==> src/rtl/round_seq_pkg.sv <==
// Shared encodings for the round sequencer: FSM state codes and the level
// codes driven onto the countdown timer's flag input.
package round_seq_pkg;

   typedef enum logic [2:0] {
      S_IDLE  = 3'd0,
      S_ARM   = 3'd1,
      S_LOAD  = 3'd2,
      S_RUN   = 3'd3,
      S_PAUSE = 3'd4,
      S_NEXT  = 3'd5,
      S_OVER  = 3'd6,
      S_WIN   = 3'd7
   } state_t;

   // Flag code 0 arms a timer reload; levels run 1..3 and go out unencoded.
   localparam logic [2:0] FLAG_RELOAD = 3'd0;
   localparam logic [2:0] LEVEL_FIRST = 3'd1;
   localparam logic [2:0] LEVEL_LAST  = 3'd3;

   function automatic logic [2:0] next_level(input logic [2:0] lvl);
      return lvl + 3'd1;
   endfunction

endpackage

==> src/rtl/round_seq.sv <==
// Round sequencer: steps a game through arm/load/run/pause/next-level/over/win
// and drives the countdown timer's level select and run-latch toggle.
module round_seq
   import round_seq_pkg::*;
#(
   parameter int SETTLE_CYC = 4,
   parameter int MAX_LEVEL  = int'(LEVEL_LAST)
) (
   input  logic       clk,
   input  logic       rst,
   input  logic       key_start,
   input  logic       key_pause,
   input  logic       snake_dead,
   input  logic       level_done,
   input  logic       time_up,
   output logic [2:0] flag,
   output logic       start_stop,
   output logic       tone_en,
   output logic       running,
   output logic       game_over,
   output logic       win,
   output logic [2:0] state
);

   localparam int CNT_W = (SETTLE_CYC > 0) ? $clog2(SETTLE_CYC + 1) : 1;

   state_t           state_q, state_d;
   logic [2:0]       flag_q, flag_d;
   logic [2:0]       level_q, level_d;
   logic [CNT_W-1:0] cnt_q, cnt_d;
   logic             start_stop_q, start_stop_d;
   logic             running_q, running_d;
   logic             game_over_q, game_over_d;
   logic             win_q, win_d;
   logic             tone_en_q, tone_en_d;
   logic             pulse_ok;

   always_comb begin
      state_d      = state_q;
      flag_d       = flag_q;
      level_d      = level_q;
      cnt_d        = cnt_q;
      start_stop_d = 1'b0;
      running_d    = running_q;
      game_over_d  = game_over_q;
      win_d        = win_q;
      tone_en_d    = 1'b1;
      // A toggle on the output this cycle blocks any toggle in the next one.
      pulse_ok     = !start_stop_q;

      case (state_q)
         S_IDLE: begin
            if (key_start) state_d = S_ARM;
         end
         S_ARM: begin
            // First ARM cycle drives the reload code, second restores level 1.
            if (flag_q != FLAG_RELOAD) begin
               flag_d = FLAG_RELOAD;
            end else begin
               flag_d  = LEVEL_FIRST;
               level_d = LEVEL_FIRST;
               cnt_d   = CNT_W'(SETTLE_CYC);
               state_d = S_LOAD;
            end
         end
         S_LOAD, S_NEXT: begin
            if (cnt_q <= CNT_W'(1) && pulse_ok) begin
               start_stop_d = !running_q;
               running_d    = 1'b1;
               state_d      = S_RUN;
            end else if (cnt_q != '0) begin
               cnt_d = cnt_q - CNT_W'(1);
            end
         end
         S_RUN: begin
            if (pulse_ok) begin
               if (snake_dead || time_up) begin
                  start_stop_d = running_q;
                  running_d    = 1'b0;
                  game_over_d  = 1'b1;
                  state_d      = S_OVER;
               end else if (level_done) begin
                  start_stop_d = running_q;
                  running_d    = 1'b0;
                  if (level_q == 3'(MAX_LEVEL)) begin
                     win_d   = 1'b1;
                     state_d = S_WIN;
                  end else begin
                     level_d = next_level(level_q);
                     flag_d  = next_level(level_q);
                     cnt_d   = CNT_W'(SETTLE_CYC);
                     state_d = S_NEXT;
                  end
               end else if (key_pause) begin
                  start_stop_d = running_q;
                  running_d    = 1'b0;
                  state_d      = S_PAUSE;
               end
            end
         end
         S_PAUSE: begin
            // Timer is already stopped, so a collision here needs no toggle.
            if (snake_dead) begin
               game_over_d = 1'b1;
               state_d     = S_OVER;
            end else if ((key_pause || key_start) && pulse_ok) begin
               start_stop_d = !running_q;
               running_d    = 1'b1;
               state_d      = S_RUN;
            end
         end
         S_OVER, S_WIN: begin
            if (key_start) begin
               game_over_d = 1'b0;
               win_d       = 1'b0;
               state_d     = S_ARM;
            end
         end
         default: state_d = S_IDLE;
      endcase
   end

   always_ff @(posedge clk) begin
      if (!rst) begin
         state_q      <= S_IDLE;
         flag_q       <= LEVEL_FIRST;
         level_q      <= LEVEL_FIRST;
         cnt_q        <= '0;
         start_stop_q <= 1'b0;
         running_q    <= 1'b0;
         game_over_q  <= 1'b0;
         win_q        <= 1'b0;
         tone_en_q    <= 1'b1;
      end else begin
         state_q      <= state_d;
         flag_q       <= flag_d;
         level_q      <= level_d;
         cnt_q        <= cnt_d;
         start_stop_q <= start_stop_d;
         running_q    <= running_d;
         game_over_q  <= game_over_d;
         win_q        <= win_d;
         tone_en_q    <= tone_en_d;
      end
   end

   assign flag       = flag_q;
   assign start_stop = start_stop_q;
   assign tone_en    = tone_en_q;
   assign running    = running_q;
   assign game_over  = game_over_q;
   assign win        = win_q;
   assign state      = state_q;

endmodule

==> config.mk <==
export PLATFORM = sky130hd
export DESIGN_NAME = round_seq
export DESIGN_NICKNAME = d
export VERILOG_FILES = /design/src/rtl/round_seq_pkg.sv /design/src/rtl/round_seq.sv
export SDC_FILE = /design/constraint.sdc
export NUM_CORES = 1
export LEC_CHECK = 0
export BUFFER_PORTS_ARGS = -buffer_cell sky130_fd_sc_hd__buf_4
export CAP_MARGIN = 15
export CORE_MARGIN = 1.5
export CORE_UTILIZATION = 50
export DETAILED_ROUTE_END_ITERATION = 8
export PLACE_DENSITY = 0.73
export SYNTH_ARGS = -nofsm -noshare
export SYNTH_HDL_FRONTEND = slang
export SYNTH_SLANG_ARGS = --single-unit
==> constraint.sdc <==
create_clock -name clk -period 2.1 [get_ports clk]
set_input_delay 0.525 -clock clk [delete_from_list [all_inputs] [get_ports clk]]
set_output_delay 0.525 -clock clk [all_outputs]
set_load 0.05 [all_outputs]
=== Yosys cells after proc, flatten, opt, wreduce, memory -nomap -nowiden ===
Cells that the tools add are included.

* Flip-flop bits (word level): 16
* Word-level logic and storage cells: 113
* Input port bits: 7

* Reductions and logical operators: 24
* Eq/ne operators: 25
* Add/subtract/negate cells: 2
* Magnitude comparators: 1
* Mux-type cells: 53

{| class="wikitable"
|+ Operators with widths
! operator !! number
|-
| two-way mux 3 bit || 21
|-
| inequality test 2 bit (second input constant) || 14
|-
| AND reduction 6 bit || 4
|-
| two-way mux 1 bit || 23
|-
| one-hot mux 3 bit (5 select lines) || 1
|-
| nonzero test 3 bit || 5
|-
| equality test 3 bit (second input constant) || 4
|-
| one-hot mux 3 bit (2 select lines) || 2
|-
| AND reduction 5 bit || 2
|-
| equality test 3 x 2 -> 1 bit (second input constant) || 3
|-
| one-hot mux 1 bit (3 select lines) || 3
|-
| one-hot mux 3 bit (3 select lines) || 1
|-
| AND reduction 8 bit || 1
|-
| inequality test 4 bit (second input constant) || 1
|-
| nonzero test 2 bit || 2
|-
| OR reduction 2 bit || 2
|-
| adder 3 x 1 -> 3 bit (second input constant) || 1
|-
| equality test 3 x 1 -> 1 bit (second input constant) || 1
|-
| <= comparator 3 x 1 -> 1 bit (second input constant) || 1
|-
| zero test 3 bit || 1
|-
| inequality test 3 bit (second input constant) || 1
|-
| OR reduction 3 bit || 1
|-
| subtractor 3 x 1 -> 3 bit (second input constant) || 1
|-
| logical AND 1 bit || 2
|-
| 5 further kinds || 7
|}

=== Depth between registers and ports, before layout ===
* Depth in word-level cells: 6
* Mapped depth: 6

=== Worst setup path before layout ===
OpenSTA, ideal clock, no wires.

* Path type: register -> register
* From: register state_q[1] (netlist: state[1])
* To: register level_q[0]
* Arrival: 1,752 ps
* Data required time: 1,963 ps
* Stages on the path, launching flop included: 6
* Slack: 211 ps
* Path through: dfxtp_1 clkbuf_1 inv_1 or4_4 nor2_1 o21ai_0

* Longest elaborated chain between the ends: 3
* Elaborated cells between the ends (all ways): 10
* Those cells by class: eq/ne: 7; mux: 1; reduce/logical: 2

{| class="wikitable"
|+ RTL lines
! what !! RTL line !! RTL
|-
| start: declaration || round_seq.sv:27 || <nowiki>state_t state_q, state_d;</nowiki>
|-
| start signal: assignment || round_seq.sv:135 || <nowiki>state_q <= state_d;</nowiki>
|-
| equality test 3 x 2 -> 1 bit / equality test 3 x 1 -> 1 bit (equally long branches) || round_seq.sv:51 || <nowiki>case (state_q)</nowiki>
|-
| inequality test 2 bit (no line) / nonzero test 2 bit (equally long branches) || -- ||
|-
| AND reduction 6 bit (no line) || -- ||
|-
| end signal: assignment || round_seq.sv:137 || <nowiki>level_q <= level_d;</nowiki>
|-
| end: declaration || round_seq.sv:29 || <nowiki>logic [2:0] level_q, level_d;</nowiki>
|}

Parallel ways exist; a longest one is shown, timed or not.
A chain may end at the register's enable or synchronous reset.

=== Final worst setup path ===
* From: register state_q[2] (netlist: state[2])
* To: output port state[2]

{| class="wikitable"
|+ RTL lines
! what !! RTL line !! RTL
|-
| end: declaration || round_seq.sv:22 || <nowiki>output logic [2:0] state</nowiki>
|}

No word-level cell between the ends.

==> results.tsv <==
metric	value	unit
layout-drive-gt1-share	0.2148	
clock_skew	0.005295	ns
clkSinkCount	16	
vias	1091	
ant_nets	0	
min_period	1.805	ns
synth_top_area_share	0.2922	
coreArea	2022	sq um
ys_async_sr_fraction	0	
synth_cell_types	53	
p_total	1391	uW
path_class	reg -> out	
outcome	finished clean	
grt_pass1_wl	4209	um
avgSynthCellArea	8.179	sq um
cap_violations	0	
io_pins	18	
dp_cells	173	
p_seq_frac	0.314	
dieHeight	49.82	um
area_growth	15.30	%
fin_util	0.6250	
slew_viol_final	0	
cts_root_buf	clkbuf_4	
internal-power	733.2	uW
grt_overflow	0	
wl_met2	1275	um
dp_hpwl	1888	um
synth_top_flop_cell	dfxtp_1	
syn-instance-count	134	
pwr-share-comb	0.569	
io_buffer_count	16	
clkLatencyLatePin	0.29	ns
placed_cell_area	1241	sq um
syn_nets	146	
dieArea	2482	sq um
cp_num_buf_inv	1	
drt_pass1_iterations	4	
critPathMaxStageDelay	0.69	ns
wirelength	2538	um
wl_met3	145	um
p_switching	657.6	uW
wl_met1	1102	um
maxClockFrequency	554.1	MHz
antennaDiodeCount	0	
postCtsSetupRepairBufs	0	
setup-violations-final	0	
post_cts_resized	0	
wl_per_cell	14.42	um
critPathSlowestCell	dfxtp_1	
finish.instance_area	1264	sq um
cp-end-kind	output port	
crit_chain	buf_4	
drc	0	
hold_viol	0	
synth-edff-count	0	
yosysWarnings	0	
finalNonFillerCells	176	
nNetsFinal	163	
track_usage	0.2159	
grt_pass1_vias	984	
start_util	0.5421	
start_kind	flop	
holdBufCountCts	0	
avgViaCountPerCell	6.199	
hold_path.class	reg -> reg	
setup_tns	0	ns
critical_path_required	1.57	ns
peakVddDrop	0.0005694	V
path_clk_slew	0.09	ns
clockPowerShare	0.117	
cts_buffer_depth	2	
cts_tree	yes	
die_w	49.82	um
cp_max_fo	19	
rsz0062_at_grt	false	
seq_area_frac_synth	0.2922	
tightestPinTransition	0.5606	ns
ys_seq_elements	16	
top_layer	met4	
h-tree-depth	1	
synth_area_leaders	dfxtp_1, ha_1, nand2_1	
synth_area	1096	sq um
fin_crit_sh	0.8594	
maxSlewHeadroom	0.6258	
p_sw_frac	0.4728	
antenna_found_initial	0	
rows	16	
grt_max_degree	20	
gp_congestion	0.8575	
first_iter_violations	25	
yosysTopAreaCell	dfxtp_1	
leakage	0.0005300	uW
power.density_cell_area	1101	nW/um^2
cts_made_buffers	3	
crit_family	flip-flops	
arrival	1.28	ns
[state kept, by name, summed over array words and instances, names as in the netlist]
name,flops
start_stop,1
level_q,3
flag,3
running,1
state,3
game_over,1
cnt_q,3
win,1
[layout make-up]
| type | instances | area, sq um |
|---|---|---|
| sequential | 16 | 320.3 |
| clock buffer | 3 | 22.52 |
| fill | 172 | 758.2 |
| multi-input combinational | 103 | 714.4 |
| inverter | 8 | 30.03 |
| timing repair buffer | 19 | 142.6 |
| tap | 27 | 33.78 |
[synth_stat cells (2+ instances only)]
library cell / n
dfxtp_1: 16
nand2_1: 14
inv_1: 8
nor2_1: 8
o21ai_0: 7
a21oi_1: 5
clkbuf_1: 5
ha_1: 5
a211oi_1: 3
a31oi_1: 3
mux2i_1: 3
nand3_1: 3
nor2b_1: 3
o21a_1: 3
o21bai_1: 3
or3_1: 3
and3b_1: 2
o211ai_1: 2
o21ba_2: 2
o22ai_1: 2
o32ai_1: 2
[path summary, 6_finish.rpt]
| path | cells after the start | slack [ns] | from | to |
|---|---|---|---|---|
| worst max register to register | 4 | 0.35 | state[2]$_SDFFE_PN0P_ | state[2]$_SDFFE_PN0P_ |
| worst min-delay path | 2 | 0.45 | game_over$_SDFFE_PN0P_ | game_over$_SDFFE_PN0P_ |
| worst max-delay path | 1 | 0.30 | state[2]$_SDFFE_PN0P_ | state[2] |
| worst min register to register | 2 | 0.45 | game_over$_SDFFE_PN0P_ | game_over$_SDFFE_PN0P_ |
[metal layers]
layer / track usage / up-vias
li1: - / 535
met1: 0.2462 / 519
met2: 0.3822 / 35
met3: 0.06970 / 2
met4: 0.06019 / 0
met5: 0 / -
[worst reg2reg max path, delay by kind of cell (launching register included)]
| kind | cells | cell delay [ns] |
|---|---|---|
| multiplexers | 1 | 0.18 |
| AND/OR/NAND/NOR | 2 | 0.50 |
| flip-flops | 1 | 0.69 |
| AO/OA/AOI/OAI | 1 | 0.27 |
[per-stage QoR]
step           hold slack [ns]  worst slack (ns)
6_report                0.4531            0.2954
5_1_grt                 0.4905            0.2370
4_1_cts                 0.4602            0.3112
3_5_place_dp            0.4439           0.08333
3_3_place_gp            0.4329            0.1346
2_1_floorplan           0.4391            0.2110
[power by group through the flow]
stage,sequential [uW],combinational (uW),clock (uW)
2_1_floorplan,558,468,0
3_3_place_gp,438,769,0
3_5_place_dp,442,780,0
4_1_cts,435,785,166
5_1_grt,447,842,180
6_report,436,792,163
[logic make-up (layout without fill, tap and decap cells)]
kind of cell / count (synthesis) / after routing / synth area share
simple gates: 49 / 49 / 0.2592
fa+ha+maj: 5 / 5 / 0.05708
mux: 3 / 3 / 0.02740
buf+inv: 15 / 30 / 0.05594
other cells: 1 / 1 / 0.003421
compound gates: 45 / 45 / 0.3048
flops: 16 / 16 / 0.2922
[layout by cell type, fill, tap and decap left out, drive strengths merged, types with 5 or more instances in the layout]
| cell type | synthesis | final |
|---|---|---|
| a21oi | 5 | 5 |
| buf | 2 | 19 |
| dfxtp | 16 | 16 |
| ha | 5 | 5 |
| inv | 8 | 8 |
| nand2 | 14 | 14 |
| nor2 | 9 | 9 |
| o21ai | 7 | 7 |
No activity file was read; power rests on OpenSTA's default activity.
